$ cat config.mk
export PLATFORM = sky130hd
export DESIGN_NAME = keypad_debounce_unit
export DESIGN_NICKNAME = d
export VERILOG_FILES = /design/src/rtl/keypad_debounce_unit.sv
export SDC_FILE = /design/constraint.sdc
export NUM_CORES = 1
export LEC_CHECK = 0
export CORE_MARGIN = 4
export CORE_UTILIZATION = 50
export CTS_CLUSTER_SIZE = 30
export DETAILED_ROUTE_END_ITERATION = 16
export PLACE_DENSITY = 0.78
export RECOVER_POWER = 100
export REMOVE_ABC_BUFFERS = 1
export SYNTH_ARGS = -nofsm -noshare
export SYNTH_HDL_FRONTEND = slang
export SYNTH_SLANG_ARGS = --single-unit
export TNS_END_PERCENT = 50
$ cat constraint.sdc
create_clock -name clk -period 5.8 [get_ports clk]
set_input_delay 0.58 -clock clk [delete_from_list [all_inputs] [get_ports clk]]
set_output_delay 0.58 -clock clk [all_outputs]
set_load 0.01 [all_outputs]
$ cat src/rtl/keypad_debounce_unit.sv
// Per-key synchronizer, tick-gated debouncer and press/hold/repeat FSM for the 12-key keypad.
// All key buses share one bit map; every key runs an independent copy of the same logic.
`timescale 1ns/1ps
module keypad_debounce_unit #(
   parameter int NUM_KEYS     = 12,
   parameter int DEB_TICKS    = 4,
   parameter int HOLD_TICKS   = 50,
   parameter int REPEAT_TICKS = 10,
   parameter int CNT_W        = 8
) (
   input  logic                clk,
   input  logic                rst_n,
   input  logic                tick,
   input  logic [NUM_KEYS-1:0] key_raw,
   output logic [NUM_KEYS-1:0] key_level,
   output logic [NUM_KEYS-1:0] key_press,
   output logic [NUM_KEYS-1:0] key_release,
   output logic [NUM_KEYS-1:0] key_hold,
   output logic [NUM_KEYS-1:0] key_repeat,
   output logic                any_press
);

   typedef enum logic [1:0] {IDLE, PRESSED, HELD} state_t;

   localparam logic [CNT_W-1:0] ONE      = CNT_W'(1);
   localparam logic [CNT_W-1:0] DEB_LIM  = CNT_W'(DEB_TICKS);
   localparam logic [CNT_W-1:0] HOLD_LIM = CNT_W'(HOLD_TICKS);
   localparam logic [CNT_W-1:0] REP_LIM  = CNT_W'(REPEAT_TICKS);

   logic [NUM_KEYS-1:0] rise_all;

   for (genvar k = 0; k < NUM_KEYS; k++) begin : g_key
      logic             sync_p0, sync_p1;
      logic             level, level_nxt;
      logic             press_q, rel_q, repeat_q, repeat_nxt;
      logic             rise, fall;
      logic [CNT_W-1:0] dcnt, dcnt_nxt, hcnt, hcnt_nxt;
      state_t           state, state_nxt;

      always_ff @(posedge clk or negedge rst_n) begin
         if (!rst_n) begin
            sync_p0  <= 1'b0;
            sync_p1  <= 1'b0;
            level    <= 1'b0;
            dcnt     <= '0;
            press_q  <= 1'b0;
            rel_q    <= 1'b0;
            repeat_q <= 1'b0;
            hcnt     <= '0;
            state    <= IDLE;
         end else begin
            sync_p0  <= key_raw[k];
            sync_p1  <= sync_p0;
            level    <= level_nxt;
            dcnt     <= dcnt_nxt;
            press_q  <= rise;
            rel_q    <= fall;
            repeat_q <= repeat_nxt;
            hcnt     <= hcnt_nxt;
            state    <= state_nxt;
         end
      end

      // Debounce: the level flips only after DEB_TICKS consecutive disagreeing ticks.
      always_comb begin
         level_nxt = level;
         dcnt_nxt  = dcnt;
         rise      = 1'b0;
         fall      = 1'b0;
         if (tick) begin
            if (sync_p1 != level) begin
               if (dcnt + ONE == DEB_LIM) begin
                  level_nxt = sync_p1;
                  dcnt_nxt  = '0;
                  rise      = sync_p1;
                  fall      = !sync_p1;
               end else begin
                  dcnt_nxt = dcnt + ONE;
               end
            end else begin
               dcnt_nxt = '0;
            end
         end
      end

      // Release is checked first so it overrides a coincident hold or repeat event.
      always_comb begin
         state_nxt  = state;
         hcnt_nxt   = hcnt;
         repeat_nxt = 1'b0;
         case (state)
            IDLE: begin
               if (rise) begin
                  state_nxt = PRESSED;
                  hcnt_nxt  = '0;
               end
            end
            PRESSED: begin
               if (fall) begin
                  state_nxt = IDLE;
                  hcnt_nxt  = '0;
               end else if (tick) begin
                  if (hcnt + ONE == HOLD_LIM) begin
                     state_nxt  = HELD;
                     repeat_nxt = 1'b1;
                     hcnt_nxt   = '0;
                  end else begin
                     hcnt_nxt = hcnt + ONE;
                  end
               end
            end
            HELD: begin
               if (fall) begin
                  state_nxt = IDLE;
                  hcnt_nxt  = '0;
               end else if (tick && (REPEAT_TICKS != 0)) begin
                  if (hcnt + ONE == REP_LIM) begin
                     repeat_nxt = 1'b1;
                     hcnt_nxt   = '0;
                  end else begin
                     hcnt_nxt = hcnt + ONE;
                  end
               end
            end
            default: begin
               state_nxt = IDLE;
               hcnt_nxt  = '0;
            end
         endcase
      end

      assign key_level[k]   = level;
      assign key_press[k]   = press_q;
      assign key_release[k] = rel_q;
      assign key_repeat[k]  = repeat_q;
      assign key_hold[k]    = (state == HELD);
      assign rise_all[k]    = rise;
   end

   always_ff @(posedge clk or negedge rst_n) begin
      if (!rst_n) begin
         any_press <= 1'b0;
      end else begin
         any_press <= |rise_all;
      end
   end

endmodule

==> qor.csv <==
stage,metric,value,unit
global_routing,grt_pass1_wl,67.1,mm
routing,drtIter0Drc,1043,
critical_path,path_cells,clkbuf_1 -> nand3_1 -> nor3_2 -> nor2_1 -> or3_1 -> a211oi_1 -> a21o_1,
power_and_ir_drop,power_frac_seq,38.2,%
power_and_ir_drop,pwr-share-clk,30.5,%
timing,rsz0062_at_grt,no,
finish,final_nets,2111,
cts,clock_latency,0.52,ns
critical_path,critPathRequiredTime,6.25,ns
run,cap_violations,1,
synth,synthCells,2038,
power_and_ir_drop,powerDensity,355,nW/um^2
critical_path,crit_path_end_kind,flip-flop,
status,status,finished with violations,
cts,htreeDepth,2,
routing,drt_wl_total,39.0,mm
synth,ys_seq_elements,289,
min_path,hold_path.class,in -> async,
timing,slew_headroom,-61.4,%
routing,routed_via_density,6.01,
synth,async_reset_ff_share,100,%
synth,synth_ff_type,dfrtp_1,
finish,utilization,55.5,%
cts,numCtsBuffers,35,
status,violations,"max-capacitance violations, max-slew violations",
global_routing,grt_start_max_net_pins,148,
place,numPortBuffers,75,
routing,wl_per_cell,15.6,microns
finish,final_cell_mix,"289 x dfrtp_1, 207 x nand2_1, 167 x o21ai_0",
critical_path,ff2ff_path_depth,6,
place,pre_cts_slack,2.54,ns
power_and_ir_drop,internal-power,4.44,mW
die,core_area,35400,sq um
timing,fin_skew,0.0188,ns
critical_path,crit_family,simple AND/OR/NAND/NOR gates,
synth,yosysSeqAreaShare,40.4,%
die,num_rows,69,
cts,hold_buffers,0,
cts,clk_pin_slew,0.05,ns
timing,fin_ws,1.67,ns
die,dieArea,38900,sq um
die,start_util,50.6,%
power_and_ir_drop,combPwrFrac,31.3,%
finish,design_area,19700,sq um
cts,cts_tree,done,
power_and_ir_drop,swShare,36.3,%
global_routing,overflow,0,
die,die_x,197,microns
synth,synth.avg_cell_area,8.78,sq um
power_and_ir_drop,p_leak,8.72,nW
synth,yosysTopAreaCell,dfrtp_1,
timing,tightestPinTransition,2.42,ns
critical_path,path_max_fanout,49,
synth,synth_edf_count,0,
timing,fmax,242,MHz
synth,synth.distinct_cells,83,
place,place_area,18600,sq um
place,hpwl,26.7,mm
critical_path,critical_path.startpoint_type,primary input,
cts,root_buffer,clkbuf_16,
finish,diodes,0,
cts,clock-sinks,289,
routing,firstDrtPassIters,5,
finish,multi_input_area,9580,sq um
synth,synth_top_area_share,40.4,%
critical_path,critPathArrivalTime,4.58,ns
finish,seq_area,7230,sq um
critical_path,cp_num_buf_inv,1,
finish,areaGrowthSynthToFinish,9.88,%
timing,setup_tns,0,ns
critical_path,slowest_delay,1.68,ns
die,ios,76,
timing,finalCritPeriodShare,71.2,%
routing,final_antenna_net_count,0,
global_routing,antenna_found_initial,0,
critical_path,crit_slowest_cell,clkbuf_1,
cts,clockBufferDepth,3,
routing,num_vias,15000,
timing,finalHoldViolCount,0,
synth,yosysWarnings,0,
die,die_h,197,microns
timing,period_minus_slack,4.13,ns
synth,synth_area,17900,sq um
timing,drv_slew,50,
cts,cts.repair.resized,0,
critical_path,path_depth,7,
routing,drcViolationCount,0,
finish,fill_cells,3135,
cts,postCtsSetupRepairBufs,0,
critical_path,critical_path_class,in -> reg,
synth,yosys-top-cells-area,"dfrtp_1 40%, ha_1 5.5%, o21ai_0 4.6%",
global_routing,gr-usage-all-layers,19.9,%
power_and_ir_drop,p_switching,2.53,mW
power_and_ir_drop,finalPower,6.98,mW
finish,drive_gt1_share,5.59,%
timing,finalSetupViolations,0,
finish,final_common_cell,dfrtp_1,
place,gp_congestion,0.869,
power_and_ir_drop,irDropWorstVdd,0.000318,V
global_routing,grt_pass1_vias,14400,
kinds of logic (layout without fill, tap and decap cells):
family                     count (synthesis)  after routing  synth area share (%)
DFF                                      289            289                  40.4
adders and majority gates                 78             78                  5.45
muxes                                     31             31                  1.85
AOI/OAI and AO/OA                        558            558                  21.0
buffers and inverters                    231            234                  5.95
xor gates and xnor gates                  39             39                  1.91
and+or+nand+nor                          812            812                  23.5
cell usage after synthesis (13+ instances only):
master,n
clkbuf_1,74
nand2b_1,45
nor2b_1,21
a21o_1,48
or2_2,14
mux2i_1,14
nor3_1,60
xnor2_1,21
nand3b_1,15
nand4_1,23
a22o_1,33
nand3_1,96
a22oi_1,15
and2_1,20
mux2_2,17
or3_1,37
o31ai_1,43
o2bb2ai_1,25
nor2_1,137
a21oi_1,76
nand2_1,207
o211ai_1,13
dfrtp_1,289
inv_1,91
o21ai_0,164
ha_1,78
xor2_1,18
buf_4,48
a31oi_1,24
nor4_1,19
or4_1,14
and3_1,56
routing by layer:
layer	wire (microns)	GRT usage [%]
met1	17900	27.1
met2	18700	33.4
met3	1660	2.81
met4	686	5.86
met5	0	0
power by group through the flow:
stage	logic, mW	clock network (mW)	registers [mW]
2_1_floorplan	1.59	0	2.61
5_1_grt	2.48	2.29	2.72
6_report	2.18	2.13	2.67
3_3_place_gp	2.10	0	2.67
4_1_cts	2.21	2.20	2.66
3_5_place_dp	2.19	0	2.69
flip-flops by register name, summed over array words and instances (netlist names):
name            count
any_press           1
g_key.sync_p1      12
g_key.press_q      12
g_key.state        24
g_key.dcnt         96
g_key.hcnt         96
g_key.level        12
g_key.rel_q        12
g_key.sync_p0      12
g_key.repeat_q     12
cell type report:
class / instances / share of cell area [%]
clock buffer: 52 / 5.14
tap: 461 / 2.93
sequential: 289 / 36.8
multi-input combinational: 1518 / 48.7
inverter: 91 / 1.74
clock inverter: 8 / 0.535
timing repair buffer: 83 / 4.16
final timing paths:
| kind | from | end | slack [ns] |
|---|---|---|---|
| worst max-delay path | tick | g_key[1].hcnt[5] | 1.67 |
| worst min-delay path | rst_n | g_key[3].hcnt[4] | 0.003 |
| worst max register to register | g_key[2].dcnt[0] | g_key[2].hcnt[5] | 2.56 |
| worst min register to register | g_key[8].sync_p0 | g_key[8].sync_p1 | 0.33 |
| max in group asynchronous | rst_n | g_key[7].repeat_q | 4.44 |
| min in group clk | g_key[8].sync_p0 | g_key[8].sync_p1 | 0.33 |
per-stage QoR:
step	instances	hold WS, ns
2_1_floorplan	1898	0.284
3_3_place_gp	2442	0.334
3_5_place_dp	2442	0.335
4_1_cts	2502	0.0380
5_1_grt	2502	0.0713
6_report	2502	0.00256
Power figures use the tool's default switching activity.
